### config.mk
export PLATFORM = sky130hd
export DESIGN_NAME = timings_to_steps
export DESIGN_NICKNAME = d
export VERILOG_FILES = /design/src/rtl/stepper_pkg.sv /design/src/rtl/step_pulse_timer.sv /design/src/rtl/timings_to_steps.sv
export SDC_FILE = /design/constraint.sdc
export NUM_CORES = 2
export LEC_CHECK = 0
export BUFFER_PORTS_ARGS = -buffer_cell sky130_fd_sc_hd__buf_2
export CORE_MARGIN = 8
export CORE_UTILIZATION = 64
export DETAILED_ROUTE_END_ITERATION = 10
export PLACE_DENSITY = 0.8
export SLEW_MARGIN = 20
export SYNTH_ARGS = -nofsm -noshare
export SYNTH_HDL_FRONTEND = slang
export SYNTH_SLANG_ARGS = --single-unit
### constraint.sdc
create_clock -name clk_i -period 32.1 [get_ports clk_i]
set_clock_uncertainty 0.05 [all_clocks]
set_input_delay 3.21 -clock clk_i [delete_from_list [all_inputs] [get_ports clk_i]]
set_output_delay 3.21 -clock clk_i [all_outputs]
set_load 0.01 [all_outputs]
### src/rtl/stepper_pkg.sv
// Shared types and 33-bit saturating period arithmetic for the step generator.
package stepper_pkg;
  localparam int PARAM_N     = 0;
  localparam int PARAM_NN    = 1;
  localparam int PARAM_T0    = 2;
  localparam int PARAM_TNA   = 3;
  localparam int PARAM_DELTA = 4;

  typedef enum logic [2:0] {IDLE, LOAD, SETUP, ACCEL, CRUISE, DECEL, DONE} step_state_t;

  typedef logic [32:0] per_t;
  localparam per_t PER_MAX = '1;

  function automatic per_t sat_sub(input per_t a, input per_t b);
    return (b > a) ? '0 : a - b;
  endfunction

  function automatic per_t sat_add(input per_t a, input per_t b);
    logic [33:0] s;
    s = {1'b0, a} + {1'b0, b};
    return s[33] ? PER_MAX : s[32:0];
  endfunction

  function automatic per_t sat_mul(input logic [31:0] a, input logic [31:0] b);
    logic [63:0] p;
    p = {32'd0, a} * {32'd0, b};
    return (|p[63:33]) ? PER_MAX : p[32:0];
  endfunction

  function automatic per_t pmax(input per_t a, input per_t b);
    return (a > b) ? a : b;
  endfunction

  function automatic per_t pmin(input per_t a, input per_t b);
    return (a < b) ? a : b;
  endfunction
endpackage

### src/rtl/step_pulse_timer.sv
// Times one step period: STEP high for STEP_PULSE clocks from the go edge,
// period_done_o on the last clock of the loaded period.
module step_pulse_timer #(
  parameter int STEP_PULSE = 10
) (
  input  logic        clk_i,
  input  logic        reset_i,
  input  logic        kill_i,
  input  logic        go_i,
  input  logic [32:0] period_i,
  output logic        step_o,
  output logic        period_done_o
);
  logic        active_q;
  logic        step_q;
  logic [32:0] cnt_q;
  logic [32:0] per_q;

  assign period_done_o = active_q && (cnt_q == per_q - 33'd1);
  assign step_o        = step_q;

  always_ff @(posedge clk_i) begin
    if (reset_i || kill_i) begin
      active_q <= 1'b0;
      step_q   <= 1'b0;
      cnt_q    <= '0;
      per_q    <= '0;
    end else if (go_i) begin
      // back-to-back restart: new period starts the cycle after the old one ends
      active_q <= 1'b1;
      step_q   <= 1'b1;
      cnt_q    <= '0;
      per_q    <= period_i;
    end else if (period_done_o) begin
      active_q <= 1'b0;
      step_q   <= 1'b0;
    end else if (active_q) begin
      cnt_q  <= cnt_q + 33'd1;
      step_q <= (cnt_q + 33'd1) < 33'(STEP_PULSE);
    end
  end
endmodule

### src/rtl/timings_to_steps.sv
// Trapezoidal STEP/DIR generator for one axis: accel ramp, cruise, decel ramp.
module timings_to_steps
  import stepper_pkg::*;
#(
  parameter int STEP_PULSE = 10,
  parameter int DIR_SETUP  = 20,
  parameter int MIN_PERIOD = 20
) (
  input  logic            clk_i,
  input  logic            reset_i,
  input  logic            start_i,
  input  logic            dir_in_i,
  input  logic [4:0][31:0] params_i,
  output logic            step_o,
  output logic            dir_o,
  output logic            busy_o,
  output logic            finish_o
);
  step_state_t state_q, state_d;
  logic        dir_q, busy_q, finish_q;
  logic [31:0] t0_q, tna_q, delta_q, setup_cnt_q;
  logic [31:0] acc_rem_q, cru_rem_q, dec_rem_q;
  per_t        acc_p_q, dec_p_q, cruise_p_q;

  logic        in_move, launch, go, kill, take_acc, take_cru, take_dec;
  per_t        go_p, ld_cp;
  logic [31:0] ld_n, ld_ramp;
  logic        tmr_step, tmr_done;

  always_comb begin
    ld_n    = params_i[PARAM_N];
    ld_ramp = (params_i[PARAM_NN] < (ld_n >> 1)) ? params_i[PARAM_NN] : (ld_n >> 1);
    ld_cp   = pmax({1'b0, params_i[PARAM_TNA]},
                   sat_sub({1'b0, params_i[PARAM_T0]}, sat_mul(ld_ramp, params_i[PARAM_DELTA])));
  end

  assign in_move = state_q inside {LOAD, SETUP, ACCEL, CRUISE, DECEL};

  always_comb begin
    state_d  = state_q;
    launch   = 1'b0;
    go       = 1'b0;
    go_p     = '0;
    kill     = 1'b0;
    take_acc = 1'b0;
    take_cru = 1'b0;
    take_dec = 1'b0;
    case (state_q)
      IDLE:                 if (start_i) state_d = LOAD;
      LOAD:                 state_d = (ld_n == 32'd0) ? DONE : SETUP;
      SETUP:                launch = (setup_cnt_q == 32'(DIR_SETUP - 1));
      ACCEL, CRUISE, DECEL: launch = tmr_done;
      DONE:                 if (!start_i) state_d = IDLE;
      default:              state_d = IDLE;
    endcase
    // abort: never start a new pulse, let a high pulse run to full width
    if (in_move && !start_i) begin
      launch  = 1'b0;
      state_d = state_q;
      if (!tmr_step) begin
        state_d = IDLE;
        kill    = 1'b1;
      end
    end
    // phases are drained in order; empty ones fall through with no gap
    if (launch) begin
      go = 1'b1;
      if (acc_rem_q != 32'd0) begin
        state_d  = ACCEL;
        take_acc = 1'b1;
        go_p     = pmax({1'b0, tna_q}, acc_p_q);
      end else if (cru_rem_q != 32'd0) begin
        state_d  = CRUISE;
        take_cru = 1'b1;
        go_p     = cruise_p_q;
      end else if (dec_rem_q != 32'd0) begin
        state_d  = DECEL;
        take_dec = 1'b1;
        go_p     = pmin({1'b0, t0_q}, sat_add(dec_p_q, {1'b0, delta_q}));
      end else begin
        state_d = DONE;
        go      = 1'b0;
      end
      go_p = pmax(go_p, 33'(MIN_PERIOD));
    end
  end

  always_ff @(posedge clk_i) begin
    if (reset_i) begin
      state_q     <= IDLE;
      dir_q       <= 1'b0;
      busy_q      <= 1'b0;
      finish_q    <= 1'b0;
      t0_q        <= '0;
      tna_q       <= '0;
      delta_q     <= '0;
      setup_cnt_q <= '0;
      acc_rem_q   <= '0;
      cru_rem_q   <= '0;
      dec_rem_q   <= '0;
      acc_p_q     <= '0;
      dec_p_q     <= '0;
      cruise_p_q  <= '0;
    end else begin
      state_q  <= state_d;
      busy_q   <= state_d inside {LOAD, SETUP, ACCEL, CRUISE, DECEL};
      finish_q <= (state_d == DONE);
      if (state_q == LOAD) begin
        dir_q       <= dir_in_i;
        t0_q        <= params_i[PARAM_T0];
        tna_q       <= params_i[PARAM_TNA];
        delta_q     <= params_i[PARAM_DELTA];
        acc_rem_q   <= ld_ramp;
        cru_rem_q   <= ld_n - (ld_ramp << 1);
        dec_rem_q   <= ld_ramp;
        acc_p_q     <= {1'b0, params_i[PARAM_T0]};
        cruise_p_q  <= ld_cp;
        dec_p_q     <= ld_cp;
        setup_cnt_q <= '0;
      end
      if (state_q == SETUP) setup_cnt_q <= setup_cnt_q + 32'd1;
      if (take_acc) begin
        acc_rem_q <= acc_rem_q - 32'd1;
        acc_p_q   <= sat_sub(acc_p_q, {1'b0, delta_q});
      end
      if (take_cru) cru_rem_q <= cru_rem_q - 32'd1;
      if (take_dec) begin
        dec_rem_q <= dec_rem_q - 32'd1;
        dec_p_q   <= sat_add(dec_p_q, {1'b0, delta_q});
      end
    end
  end

  step_pulse_timer #(.STEP_PULSE(STEP_PULSE)) u_tmr (
    .clk_i         (clk_i),
    .reset_i       (reset_i),
    .kill_i        (kill),
    .go_i          (go),
    .period_i      (go_p),
    .step_o        (tmr_step),
    .period_done_o (tmr_done)
  );

  assign step_o   = tmr_step;
  assign dir_o    = dir_q;
  assign busy_o   = busy_q;
  assign finish_o = finish_q;
endmodule
==> results.txt <==
----------------------------------------------------
[Clock network]
  Clock Sink Count ... between 300 and 400
  Clock latency on the worst-skew pair ... around 0.60 ns
  Quantity of hold-fixing buffers added after cts ... 0
  Clock tree from TritonCTS ... yes
  Clock buffer count from CTS ... 43
  Clock Tree Buf Depth ... 3
  Root buffer cell ... clkbuf_16
  # Post-CTS Setup Buffers ... 0
  H-tree levels ... 2
  Number of cells upsized or downsized after cts ... 0
  Clock transition at the register clock pins on the worst setup and hold paths after CTS ... around 0.060 ns

[Floorplan]
  Initial Utilization ... approximately 65%
  DIE HEIGHT ... between 300 and 400 um
  I/O pin count ... 168
  Horiz. Die Dim ... approximately 330 um
  Number of core rows ... ~120
  Placeable core area ... 0.0984 sq mm
  Total die area ... around 0.11 sq mm

[Worst setup path]
  Library cell contributing the largest single delay on the critical path ... fa_1
  R2R cell count ... 28
  Endpoint class of the critical path ... register
  Kind of critical path ... in2reg
  Worst-case register-to-register setup slack ... about 23 ns
  Critical Path AT ... approximately 22 ns
  WP buf/inv ... 13
  Launch instance of the worst register-to-register path ... dec_p_q[0]
  Largest fanout of any net on the critical path ... between 40 and 50
  Required time at the endpoint of the critical path ... roughly 33 ns
  Setup crit start kind ... input port
  Critical R2R Capture ... u_tmr.per_q[0]
  Delay of the slowest cell on the worst path ... 0.58 ns
  Cell family with the largest share of critical-path delay ... compound AO/OA/AOI/OAI gates

[Synthesis]
  Number of standard cells after synthesis ... around 8000
  Number of enable-type register cells in the synthesized netlist ... 0
  Fraction of the mapped netlist area in simple logic gates ... 22.0%
  Mux cell area share after synthesis ... less than 1%
  XOR/XNOR Fraction of Synth Area ... ~3.2%
  Adder-cell area share of the yosys netlist ... a little under 40%
  Ys async rst share ... 0%
  Sequential element share of the synthesized area ... between 10% and 20%
  Netlist cell types ... roughly 100
  Synth warn ... 0
  Predominant post-synthesis flop cell ... dfxtp_1
  Post-synth design cell area ... between 0.06 and 0.07 sq mm
  Share of the synthesized area in compound gates (AO/OA/AOI/OAI) ... between 10 and 15%
  Combinational family with the most area after synthesis ... adder cells
  Seq cells post-synth ... just under 400
  Average cell area after synthesis ... between 8 and 9 sq um

[Global route]
  Initial antenna violation count ... 4
  Residual overflow from global routing ... 0
  Number of global-route vias before repair ... 58200
  Largest net degree at the start of global routing ... 174
  Wire length of the first global-routing pass ... roughly 320000 um
  Tot GR Track Use ... between 30 and 40%

[Route]
  Number of design rule violations left after detail routing ... 0
  Initial detailed-routing violation count ... just over 6000
  Drt pass-1 iters ... 8
  Number of nets with antenna violations after routing ... 0
  Total number of vias ... 57200
  Detail-routed net length per standard cell ... roughly 23 um
  Drt via density ... approximately 6.3
  WL final ... ~210000 um

[Timing]
  Number of slew-limit violations in the final report ... 0
  Setup-failing EPs final ... 0
  RSZ-0062 raised after global routing ... false
  Ratio of final minimum period to clock period ... between 60% and 70%
  Transition time at the pin with the least slew margin ... between 1 and 1.5 ns
  Highest attainable clock frequency ... 47.1 MHz
  Time the final worst path needs with I/O delays and setup ... about 21 ns
  Hold Worst Slack ... about 0.39 ns
  Number of failing hold endpoints at the final stage ... 0
  Normalized max-slew margin ... about 22%
  Final total negative setup slack ... 0 ns

[Final layout]
  Share of layout cells above drive strength 1 ... 5.35%
  Area growth from synthesis to final layout ... 4.65%
  Layout fillers ... a little over 8000
  Nets ... ~9300

[Hold path]
  Hold depth ... 2
  Class of the worst hold path ... reg2reg
  Launch point of the worst hold path ... cruise_p_q[17]
  Hold Path End ... cruise_p_q[17]

[Flow run]
  Max cap viols ... 0

[Place]
  Placer's final routability congestion estimate ... 1.00
  Count of input and output buffers ... 167
  Detail Placement HPWL ... 157000 um

[Status]
  Outcome ... finished clean

----------------------------------------------------
==> metrics by stage <==
| step | cell area, sq um | util (%) | setup slack, ns | instances |
|---|---|---|---|---|
| CTS | 66600 | 67.6 | 11.20 | 9027 |
| floorplan | 63700 | - | 13.16 | 7865 |
| finish | 66600 | 67.6 | 10.88 | 9032 |
| global route | 66600 | 67.6 | 9.81 | 9029 |
| detailed placement | 65100 | 66.2 | 10.59 | 8953 |
| global placement | 65100 | 66.2 | 11.00 | 8953 |
==> cell families (layout without fill, tap and decap cells) <==
kind of cell             after synthesis  after routing
AO/OA/AOI/OAI                       1470           1470
XOR/XNOR                             233            233
adder cells (fa/ha/maj)             1422           1422
buffers and inverters               1394           1269
flip-flops                           397            397
multiplexers                          60             60
other                                  2             37
AND/OR/NAND/NOR                     2857           2857
==> per-layer routing <==
metal,vias to the layer above,global-route usage [%],routed length (um)
met5,-,0,11
met4,2,18.3,11900
met3,717,6.96,20400
met2,3189,60.2,95200
met1,27800,46.9,79400
li1,25400,-,-
==> worst min-delay path, delay by kind of cell, from the launching register on <==
family           cells  cell delay, ns
DFF                  1            0.31
and+or+nand+nor      2            0.09
==> worst max path at each step <==
stage / slack (ns) / cells past startpoint / start / endpoint
detailed placement: 10.59 / 75 / params_i[2] / dec_p_q[26]
global placement: 11.00 / 72 / params_i[2] / dec_p_q[26]
CTS: 11.20 / 75 / params_i[2] / dec_p_q[6]
floorplan: 13.16 / 77 / params_i[2] / dec_p_q[10]
finish: 10.88 / 75 / params_i[2] / dec_p_q[4]
global route: 9.81 / 75 / params_i[2] / dec_p_q[7]
==> area by class of cell <==
class	count	area, sq um	area share [%]
diodes	5	12.5	0.0188
flip-flops and latches	397	7950	11.9
repair buffers	235	1380	2.08
clock inverters	18	243	0.365
clock buffers	56	1190	1.80
multi-input cells	6074	50600	76.0
well taps	1287	1610	2.42
inverters	960	3600	5.42
==> state kept, by name, indices dropped and copies added (netlist names), 3 cells and up <==
register / count
acc_p_q: 33
acc_rem_q: 32
cru_rem_q: 32
cruise_p_q: 33
dec_p_q: 33
dec_rem_q: 32
delta_q: 32
setup_cnt_q: 32
state_q: 3
t0_q: 32
tna_q: 32
u_tmr.cnt_q: 33
u_tmr.per_q: 33
==> Yosys cell counts, drive strengths merged, types with 46 or more instances <==
cell type / n / area share, %
xnor2: 128 / 1.8
o21ai: 340 / 2.7
a21o: 115 / 1.4
mux2i: 46 / 0.72
and2: 641 / 6.3
inv: 959 / 5.7
o211ai: 51 / 0.60
nand2: 1045 / 6.2
dfxtp: 397 / 12
nand3: 128 / 1.0
o21a: 50 / 0.59
nor2: 493 / 2.9
nor4: 60 / 0.63
nand4: 82 / 0.82
ha: 522 / 10
fa: 900 / 28
a21oi: 495 / 3.9
clkbuf: 359 / 2.1
buf: 75 / 0.61
xor2: 105 / 1.4
a211oi: 61 / 0.74
nor3: 112 / 0.90
and3: 54 / 0.53
a31oi: 94 / 0.93
nand2b: 48 / 0.47
==> layout by cell type (no fill, tap or decap), types with 21 or more instances in the layout <==
cell type / netlist / routed
a211oi_1: 58 / 58
a21o_1: 115 / 115
a21oi_1: 491 / 489
a221oi_1: 25 / 25
a22oi_1: 44 / 44
a31oi_1: 93 / 93
and2_1: 638 / 638
and3_1: 54 / 54
buf_2: 45 / 166
buf_4: 2 / 66
clkbuf_16: 0 / 43
conb_1: 2 / 32
dfxtp_1: 397 / 397
fa_1: 900 / 900
ha_1: 522 / 522
inv_1: 959 / 959
mux2i_1: 46 / 46
nand2_1: 1044 / 1042
nand2b_1: 48 / 48
nand3_1: 127 / 127
nand4_1: 81 / 81
nor2_1: 491 / 489
nor2b_1: 37 / 37
nor3_1: 109 / 107
nor4_1: 56 / 56
o211ai_1: 51 / 51
o21a_1: 50 / 50
o21ai_0: 297 / 284
o21ai_1: 43 / 36
o22ai_1: 21 / 21
o31ai_1: 22 / 21
or2_2: 24 / 25
or3_1: 42 / 41
xnor2_1: 128 / 128
xor2_1: 105 / 105
Power is not shown: default switching activity piles up to over one toggle a cycle in this logic, so the estimate is an artifact.
